$ cat config.mk
export PLATFORM = sky130hd
export DESIGN_NAME = alu_issue_ctrl
export DESIGN_NICKNAME = d
export VERILOG_FILES = /design/src/rtl/alu_pkg.sv /design/src/rtl/alu_flag_merge.sv /design/src/rtl/alu_issue_ctrl.sv
export SDC_FILE = /design/constraint.sdc
export NUM_CORES = 1
export LEC_CHECK = 0
export ABC_CLOCK_PERIOD_IN_PS = 2300
export BUFFER_PORTS_ARGS = -buffer_cell sky130_fd_sc_hd__buf_2
export CAP_MARGIN = 25
export CORE_MARGIN = 2
export CORE_UTILIZATION = 50
export CTS_CLUSTER_SIZE = 24
export DETAILED_ROUTE_END_ITERATION = 10
export PLACE_DENSITY_LB_ADDON = 0.12
export SLEW_MARGIN = 20
export SYNTH_ARGS = -nofsm -noshare
export SYNTH_HDL_FRONTEND = slang
export SYNTH_HIERARCHICAL = 1
export SYNTH_SLANG_ARGS = --single-unit
$ cat constraint.sdc
create_clock -name clk -period 2.3 [get_ports clk]
set_input_delay 0.46 -clock clk [delete_from_list [all_inputs] [get_ports clk]]
set_output_delay 0.46 -clock clk [all_outputs]
set_load 0.02 [all_outputs]
$ cat src/rtl/alu_pkg.sv
// Shared definitions for the ALU issue controller: op codes, PSR layout,
// register select encodings, flag masks and FSM states.
package alu_pkg;

    localparam logic [3:0] ALU_ADC = 4'h0;
    localparam logic [3:0] ALU_SBC = 4'h1;
    localparam logic [3:0] ALU_AND = 4'h2;
    localparam logic [3:0] ALU_OR  = 4'h3;
    localparam logic [3:0] ALU_XOR = 4'h4;
    localparam logic [3:0] ALU_CMP = 4'h5;
    localparam logic [3:0] ALU_INC = 4'h6;
    localparam logic [3:0] ALU_DEC = 4'h7;
    localparam logic [3:0] ALU_ASL = 4'h8;
    localparam logic [3:0] ALU_LSR = 4'h9;
    localparam logic [3:0] ALU_ROR = 4'hA;
    localparam logic [3:0] ALU_ROL = 4'hB;

    localparam int PSR_N = 7;
    localparam int PSR_V = 6;
    localparam int PSR_U = 5;
    localparam int PSR_B = 4;
    localparam int PSR_D = 3;
    localparam int PSR_I = 2;
    localparam int PSR_Z = 1;
    localparam int PSR_C = 0;

    localparam logic [1:0] REG_A   = 2'd0;
    localparam logic [1:0] REG_X   = 2'd1;
    localparam logic [1:0] REG_Y   = 2'd2;
    localparam logic [1:0] REG_MEM = 2'd3;

    typedef enum logic [1:0] {
        ST_IDLE = 2'd0,
        ST_EXEC = 2'd1,
        ST_WB   = 2'd2
    } state_t;

    function automatic logic op_illegal(input logic [3:0] op);
        return op > ALU_ROL;
    endfunction

    // Flags each op is allowed to change; B and D are never in any mask.
    function automatic logic [7:0] flag_mask(input logic [3:0] op);
        logic [7:0] m;
        m = 8'h00;
        unique case (op)
            ALU_ADC, ALU_SBC: begin
                m[PSR_N] = 1'b1;
                m[PSR_V] = 1'b1;
                m[PSR_Z] = 1'b1;
                m[PSR_C] = 1'b1;
            end
            ALU_CMP, ALU_ASL, ALU_LSR, ALU_ROR, ALU_ROL: begin
                m[PSR_N] = 1'b1;
                m[PSR_Z] = 1'b1;
                m[PSR_C] = 1'b1;
            end
            ALU_AND, ALU_OR, ALU_XOR, ALU_INC, ALU_DEC: begin
                m[PSR_N] = 1'b1;
                m[PSR_Z] = 1'b1;
            end
            default: m = 8'h00;
        endcase
        return m;
    endfunction

endpackage

$ cat src/rtl/alu_flag_merge.sv
// Combinational merge of ALU flags into P under a per-op mask.
// Bit 5 of P always reads as one.
module alu_flag_merge (
    input  logic [7:0] p,
    input  logic [7:0] psr_in,
    input  logic [7:0] mask,
    output logic [7:0] new_p
);

    assign new_p = (p & ~mask) | (psr_in & mask) | 8'h20;

endmodule

$ cat src/rtl/alu_issue_ctrl.sv
// Requester side of the clocked ALU: issues one micro-op at a time,
// writes back the result and merges flags into P.
module alu_issue_ctrl
    import alu_pkg::*;
#(
    parameter int unsigned ALU_LAT = 1,
    parameter logic [7:0]  P_RESET = 8'h24
) (
    input  logic       clk,
    input  logic       rst_n,
    input  logic       req_valid,
    output logic       req_ready,
    input  logic [3:0] req_op,
    input  logic [1:0] req_src,
    input  logic [1:0] req_dst,
    input  logic [7:0] req_b,
    input  logic [7:0] req_mem,
    input  logic       p_load_valid,
    input  logic [7:0] p_load_data,
    output logic       p_load_ready,
    output logic [7:0] alu_A,
    output logic [7:0] alu_B,
    output logic       alu_CarryBit,
    output logic [3:0] alu_op,
    output logic       alu_Decimal,
    input  logic [7:0] alu_Result,
    input  logic [7:0] alu_PSRout,
    output logic       rsp_valid,
    output logic [7:0] rsp_result,
    output logic       rsp_err,
    output logic       mem_we,
    output logic [7:0] mem_wdata,
    output logic [7:0] reg_a,
    output logic [7:0] reg_x,
    output logic [7:0] reg_y,
    output logic [7:0] reg_p
);

    localparam logic [1:0] LAT_M1 = 2'(ALU_LAT - 1);

    state_t     state_q, state_d;
    logic [1:0] cnt_q, cnt_d;
    logic [7:0] a_q, a_d;
    logic [7:0] x_q, x_d;
    logic [7:0] y_q, y_d;
    logic [7:0] p_q, p_d;
    logic [7:0] alu_a_q, alu_a_d;
    logic [7:0] alu_b_q, alu_b_d;
    logic       alu_c_q, alu_c_d;
    logic [3:0] alu_op_q, alu_op_d;
    logic       alu_dec_q, alu_dec_d;
    logic [3:0] op_q, op_d;
    logic [1:0] dst_q, dst_d;
    logic       ill_q, ill_d;
    logic       rsp_valid_q, rsp_valid_d;
    logic [7:0] rsp_result_q, rsp_result_d;
    logic       rsp_err_q, rsp_err_d;
    logic       mem_we_q, mem_we_d;
    logic [7:0] mem_wdata_q, mem_wdata_d;

    logic [7:0] src_val;
    logic [7:0] merged_p;

    alu_flag_merge u_merge (
        .p      (p_q),
        .psr_in (alu_PSRout),
        .mask   (flag_mask(op_q)),
        .new_p  (merged_p)
    );

    always_comb begin
        unique case (req_src)
            REG_A:   src_val = a_q;
            REG_X:   src_val = x_q;
            REG_Y:   src_val = y_q;
            default: src_val = req_mem;
        endcase
    end

    always_comb begin
        state_d      = state_q;
        cnt_d        = cnt_q;
        a_d          = a_q;
        x_d          = x_q;
        y_d          = y_q;
        p_d          = p_q;
        alu_a_d      = alu_a_q;
        alu_b_d      = alu_b_q;
        alu_c_d      = alu_c_q;
        alu_op_d     = alu_op_q;
        alu_dec_d    = alu_dec_q;
        op_d         = op_q;
        dst_d        = dst_q;
        ill_d        = ill_q;
        rsp_valid_d  = 1'b0;
        rsp_result_d = rsp_result_q;
        rsp_err_d    = rsp_err_q;
        mem_we_d     = 1'b0;
        mem_wdata_d  = mem_wdata_q;

        unique case (state_q)
            ST_IDLE: begin
                if (req_valid) begin
                    state_d = ST_EXEC;
                    cnt_d   = LAT_M1;
                    op_d    = req_op;
                    dst_d   = req_dst;
                    ill_d   = op_illegal(req_op);
                    // Illegal ops leave the ALU inputs untouched.
                    if (!op_illegal(req_op)) begin
                        alu_a_d   = src_val;
                        alu_b_d   = req_b;
                        alu_op_d  = req_op;
                        alu_c_d   = 1'b0;
                        alu_dec_d = 1'b0;
                        unique case (req_op)
                            ALU_ADC, ALU_SBC: begin
                                alu_c_d   = p_q[PSR_C];
                                alu_dec_d = p_q[PSR_D];
                            end
                            ALU_ROR, ALU_ROL: alu_c_d = p_q[PSR_C];
                            ALU_CMP:          alu_c_d = 1'b1;
                            default:          alu_c_d = 1'b0;
                        endcase
                    end
                end
            end
            ST_EXEC: begin
                if (cnt_q == 2'd0) begin
                    state_d = ST_WB;
                end else begin
                    cnt_d = cnt_q - 2'd1;
                end
            end
            ST_WB: begin
                state_d     = ST_IDLE;
                rsp_valid_d = 1'b1;
                if (ill_q) begin
                    rsp_err_d    = 1'b1;
                    rsp_result_d = 8'h00;
                end else begin
                    rsp_err_d    = 1'b0;
                    rsp_result_d = alu_Result;
                    p_d          = merged_p;
                    if (op_q != ALU_CMP) begin
                        unique case (dst_q)
                            REG_A: a_d = alu_Result;
                            REG_X: x_d = alu_Result;
                            REG_Y: y_d = alu_Result;
                            default: begin
                                mem_we_d    = 1'b1;
                                mem_wdata_d = alu_Result;
                            end
                        endcase
                    end
                end
            end
            default: state_d = ST_IDLE;
        endcase

        if (state_q != ST_WB && p_load_valid) begin
            p_d = p_load_data | 8'h20;
        end
    end

    always_ff @(posedge clk or negedge rst_n) begin
        if (!rst_n) begin
            state_q      <= ST_IDLE;
            cnt_q        <= 2'd0;
            a_q          <= 8'h00;
            x_q          <= 8'h00;
            y_q          <= 8'h00;
            p_q          <= P_RESET;
            alu_a_q      <= 8'h00;
            alu_b_q      <= 8'h00;
            alu_c_q      <= 1'b0;
            alu_op_q     <= 4'h0;
            alu_dec_q    <= 1'b0;
            op_q         <= 4'h0;
            dst_q        <= 2'd0;
            ill_q        <= 1'b0;
            rsp_valid_q  <= 1'b0;
            rsp_result_q <= 8'h00;
            rsp_err_q    <= 1'b0;
            mem_we_q     <= 1'b0;
            mem_wdata_q  <= 8'h00;
        end else begin
            state_q      <= state_d;
            cnt_q        <= cnt_d;
            a_q          <= a_d;
            x_q          <= x_d;
            y_q          <= y_d;
            p_q          <= p_d;
            alu_a_q      <= alu_a_d;
            alu_b_q      <= alu_b_d;
            alu_c_q      <= alu_c_d;
            alu_op_q     <= alu_op_d;
            alu_dec_q    <= alu_dec_d;
            op_q         <= op_d;
            dst_q        <= dst_d;
            ill_q        <= ill_d;
            rsp_valid_q  <= rsp_valid_d;
            rsp_result_q <= rsp_result_d;
            rsp_err_q    <= rsp_err_d;
            mem_we_q     <= mem_we_d;
            mem_wdata_q  <= mem_wdata_d;
        end
    end

    assign req_ready    = (state_q == ST_IDLE);
    assign p_load_ready = (state_q != ST_WB);
    assign alu_A        = alu_a_q;
    assign alu_B        = alu_b_q;
    assign alu_CarryBit = alu_c_q;
    assign alu_op       = alu_op_q;
    assign alu_Decimal  = alu_dec_q;
    assign rsp_valid    = rsp_valid_q;
    assign rsp_result   = rsp_result_q;
    assign rsp_err      = rsp_err_q;
    assign mem_we       = mem_we_q;
    assign mem_wdata    = mem_wdata_q;
    assign reg_a        = a_q;
    assign reg_x        = x_q;
    assign reg_y        = y_q;
    assign reg_p        = p_q;

endmodule
Word level (Yosys, flattened, before mapping)
Cells that the tools add are included.
{"block": "word_totals", "mem_count": 0, "ff_bits": 84, "mem_bits_rw": 0, "latchBits": 0, "elab_cells": 101, "rom_bits": 0, "in_bits": 52, "out_inout_bits": 75}
{"block": "classes", "n_reduce_logical": 24, "magnitude_cmp": 1, "n_eq_ne": 27, "shift": 0, "mux": 22, "div_mod_pow": 0, "bitwise_logic": 7, "n_addsub": 1, "n_mul": 0}
{"cell": "8-bit 2-to-1 mux", "n": 4}
{"cell": "4-bit equality test, second input constant", "n": 6}
{"cell": "8-bit one-hot mux with 3 select lines", "n": 1}
{"cell": "4-bit by 3-bit equality test with 1-bit output, second input constant", "n": 5}
{"cell": "8-bit AND", "n": 2}
{"cell": "4-bit AND reduction", "n": 4}
{"cell": "12-bit OR reduction", "n": 1}
{"cell": "1-bit 2-to-1 mux", "n": 10}
{"cell": "4-bit by 1-bit equality test with 1-bit output, second input constant", "n": 2}
{"cell": "4-bit by 2-bit equality test with 1-bit output, second input constant", "n": 2}
{"cell": "2-bit zero test", "n": 4}
{"cell": "4-bit zero test", "n": 2}
{"cell": "2-bit 2-to-1 mux", "n": 4}
{"cell": "2-bit inequality test, second input constant", "n": 4}
{"cell": "8-bit NOT", "n": 1}
{"cell": "8-bit bitwise OR", "n": 1}
{"cell": "2-bit one-hot mux with 2 select lines", "n": 2}
{"cell": "7-bit OR reduction", "n": 1}
{"cell": "2-bit by 1-bit equality test with 1-bit output, second input constant", "n": 3}
{"cell": "2-bit equality test, second input constant", "n": 3}
{"cell": "2-bit AND reduction", "n": 3}
{"cell": "3-bit AND reduction", "n": 2}
{"cell": "4-bit > comparator, second input constant", "n": 1}
{"cell": "4-bit by 3-bit inequality test with 1-bit output, second input constant", "n": 1}
{"cell": "9 further kinds", "n": 13}

Logic depth before layout (Yosys ltp)
{"block": "logic_depth", "word_depth": 9, "mapped_depth": 6}

Modules after synthesis
Netlist, hierarchy kept.
{"mod": "alu_issue_ctrl", "cells_each": 261, "seq_area_each_um2": 2104.5, "area_each_um2": 3582.2, "instances": 1}
{"mod": "alu_flag_merge", "cells_each": 9, "seq_area_each_um2": 0.0, "area_each_um2": 116.4, "instances": 1}

Worst setup path before layout
Ideal clock, no wire load.
{"block": "synth_path", "path_kind": "reg2reg", "from": "register state_q[0]", "to": "register a_q[0], in the netlist reg_a[0]", "path_buffers": 2, "t_required_ns": 2.175, "arrival_ns": 1.874, "setup_ns": 0.125, "path_slack_ns": 0.300, "stages_incl_launch_ff": 6, "path_cell_list": "dfrtp_1 or3b_1 buf_6 or4_4 buf_6 mux2_4"}
{"block": "synth_between", "elab_chain_len": 2}
{"element": "start, declared", "line_no": "alu_issue_ctrl.sv:41", "source": "state_t state_q, state_d;"}
{"element": "start signal, assigned", "line_no": "alu_issue_ctrl.sv:188", "source": "state_q <= state_d;"}
{"element": "2-bit equality test", "line_no": "alu_issue_ctrl.sv:101", "source": "unique case (state_q)"}
{"element": "4-bit AND reduction (no source line)"}
{"element": "end signal, assigned", "line_no": "alu_issue_ctrl.sv:170", "source": "a_q <= 8'h00;"}
{"element": "end signal, assigned", "line_no": "alu_issue_ctrl.sv:190", "source": "a_q <= a_d;"}
{"element": "end, declared", "line_no": "alu_issue_ctrl.sv:43", "source": "logic [7:0] a_q, a_d;"}
Every way passes these cells.
A chain may end at the register's enable or synchronous reset.

Worst setup path in the final report
{"block": "layout_path", "from": "register state_q[1]", "to": "output port p_load_ready"}
{"block": "layout_between", "elab_chain_len": 1}
{"element": "2-bit inequality test", "line_no": "alu_issue_ctrl.sv:211", "source": "assign p_load_ready = (state_q != ST_WB);"}
{"element": "end, declared", "line_no": "alu_issue_ctrl.sv:20", "source": "output logic p_load_ready,"}
Every way passes these cells.

==> impl_metrics.tcl <==
set metrics [dict create \
    nFillCells 590 \
    h-tree-depth 3 \
    dieHeight_um 90.0 \
    crit_chain "buf_4 -> or2b_1 -> buf_2" \
    clock_sinks 84 \
    ant_nets 0 \
    tightest_slew_ps 538 \
    min_path_type "in2async" \
    r2r-start "state_q[0]$_DFFE_PN0P_" \
    ys.flop_type "dfrtp_1" \
    die_w_um 90.0 \
    synthArstFlopShare 1.00 \
    layout_common_cells "123 x buf_2, 82 x dfrtp_1, 42 x mux2_2" \
    cpPeakStageDelay_ps 500 \
    cp_data_required_time_ps 1840 \
    synth_seq_area_share 0.569 \
    start_util 0.513 \
    cp-start-kind "flop" \
    crit_fanout 13 \
    drt-initial-drc-count 112 \
    fin_crit_sh 0.925 \
    grtUsageTotal 0.210 \
    core_mm2 0.00721 \
    dp_hpwl_um 5890 \
    place_congestion 0.774 \
    routed_wl_um 8180 \
    via_per_inst 5.16 \
    ys_warn_count 6 \
    cts_resized 0 \
    status "completed" \
    drv_cap 0 \
    max-slew-margin-rel 0.642 \
    cts_buffers 9 \
    syn_to_final_growth_pct 26.9 \
    ir_drop_mv 0.668 \
    final.setup.worst_slack_ps 173 \
    grt_first_pass_wirelength_um 13400 \
    grt_overflow 0 \
    avgSynthCellArea_um2 13.7 \
    crit_arrival_ps 1670 \
    p_leak_nw 2.38 \
    fin_nets 459 \
    ios 127 \
    place_ws_ps 295 \
    grt_setup_unrepaired "false" \
    drt-pass1-iter-count 4 \
    clkTransAtPathRegs_ps 90 \
    diodes 0 \
    synth-edff-count 0 \
    slowest_stage "or2b_1" \
    criticalPathCategory "reg2out" \
    grt_max_degree 39 \
    endpoint_kind "primary output" \
    cts_tree "done" \
    cts-root-buf "clkbuf_8" \
    vias 2632 \
    grt_pass1_vias 2583 \
    timing.reg2reg.setup_slack_ps 300 \
    placed_area_mm2 0.00449 \
    setup_tns_ps 0 \
    r2r-end "reg_a[3]$_DFFE_PN0P_" \
    cts.hold.buffers_added 0 \
    rows 31 \
    fin_crit_ps 2130 \
    setup_viol 0 \
    power.density_mw_per_mm2 1180 \
    fmax_ghz 0.470 \
    antenna_found_initial 0 \
    final_hold_viol_count 0 \
    stdcell_area_mm2 0.00469 \
    post_cts_buffers 0 \
    synthDistinctLibCells 40 \
    yosys_register_bits 84 \
    clock_latency_ps 360 \
    final_common_cell "buf_2" \
    cts_buffer_depth 2 \
    drc 0 \
    fin_skew_ps 16.3 \
    synth_area_mm2 0.00370 \
    die_area_mm2 0.00810 \
    drive_above_1_share 0.550 \
    ff2ff_path_depth 3 \
    drv_slew 0 \
    io_buffer_count 124 \
    postSynthCellCount 270 \
    wire_per_inst_um 16.0 \
]
-- critical path, delay by kind of cell, from the launching register on --
| family | cells | cell delay, ps |
|---|---|---|
| and+or+nand+nor | 1 | 500 |
| buffers and inverters | 2 | 440 |
| DFF | 1 | 380 |
-- worst max path at each step --
stage	start	end	slack [ps]	depth (start not counted)
3_3_place_gp	ill_q$_DFFE_PN0P_	reg_a[6]$_DFFE_PN0P_	320	3
3_5_place_dp	ill_q$_DFFE_PN0P_	reg_a[4]$_DFFE_PN0P_	300	3
4_1_cts	state_q[1]$_DFFE_PN0P_	p_load_ready	160	3
2_1_floorplan	state_q[0]$_DFFE_PN0P_	reg_a[0]$_DFFE_PN0P_	300	5
5_1_grt	state_q[1]$_DFFE_PN0P_	p_load_ready	60	3
6_report	state_q[1]$_DFFE_PN0P_	p_load_ready	170	3
-- registers in the layout (all words and copies together) (netlist names) --
| name | flops |
|---|---|
| alu_op | 4 |
| dst_q | 2 |
| reg_p | 8 |
| rsp_result | 8 |
| mem_we | 1 |
| state_q | 2 |
| rsp_err | 1 |
| op_q | 4 |
| ill_q | 1 |
| mem_wdata | 8 |
| alu_A | 8 |
| alu_CarryBit | 1 |
| rsp_valid | 1 |
| alu_B | 8 |
| reg_y | 8 |
| alu_Decimal | 1 |
| reg_a | 8 |
| cnt_q | 2 |
| reg_x | 8 |
-- per-layer routing --
metal | global-route usage | wire [um] | up-vias
met2 | 0.316 | 3750 | 93
met3 | 0.0520 | 553 | 12
met1 | 0.296 | 3760 | 1286
met4 | 0.0846 | 121 | 0
li1 | - | - | 1241
met5 | 0 | 0 | -
-- area by class of cell --
type / instances / area [um^2] / area share
flip-flops and latches: 84 / 2100 / 0.448
multi-input cells: 167 / 1500 / 0.320
clock inverters: 6 / 68.8 / 0.0147
clock buffers: 10 / 138 / 0.0293
well taps: 99 / 124 / 0.0264
inverters: 7 / 26.3 / 0.00560
repair buffers: 137 / 733 / 0.156
-- through the flow --
stage	std cells	total power [mW]	utilization	hold slack, ps
3_5_place_dp	494	4.50	0.622	427
5_1_grt	510	5.86	0.651	52.8
4_1_cts	510	5.60	0.651	41.0
6_report	510	5.55	0.651	37.1
3_3_place_gp	494	4.45	0.622	429
2_1_floorplan	272	3.72	-	164
-- cells by family (layout without fill, tap and decap cells) --
logic type	Yosys count	after routing	synth area share
AO/OA/AOI/OAI	35	35	0.0623
XOR/XNOR	1	1	0.00237
adder cells (fa/ha/maj)	1	1	0.00338
buffers and inverters	21	160	0.0274
flip-flops	84	84	0.569
multiplexers	67	67	0.243
other	2	4	0.00203
AND/OR/NAND/NOR	59	59	0.0907
-- cells in the mapped netlist (4+ instances only) --
cell type | number | area [um^2]
mux4_2 | 8 | 180
nor2_1 | 15 | 56.3
a31oi_1 | 6 | 37.5
nand2_1 | 20 | 75.1
mux2_4 | 15 | 225
a21oi_1 | 4 | 20.0
mux2_2 | 42 | 473
o21ai_0 | 12 | 60.1
a22o_1 | 8 | 70.1
nand3_1 | 7 | 35.0
inv_1 | 6 | 22.5
clkbuf_1 | 6 | 22.5
dfrtp_1 | 82 | 2050
buf_1 | 4 | 15.0
-- report_power, final --
group          switching (mW)  total (mW)  internal, mW
Clock                   0.561        1.10         0.540
Sequential              0.335        2.33          2.00
Combinational            1.15        2.11         0.961
Total                    2.05        5.55          3.50
(Power assumes the default switching activity.)
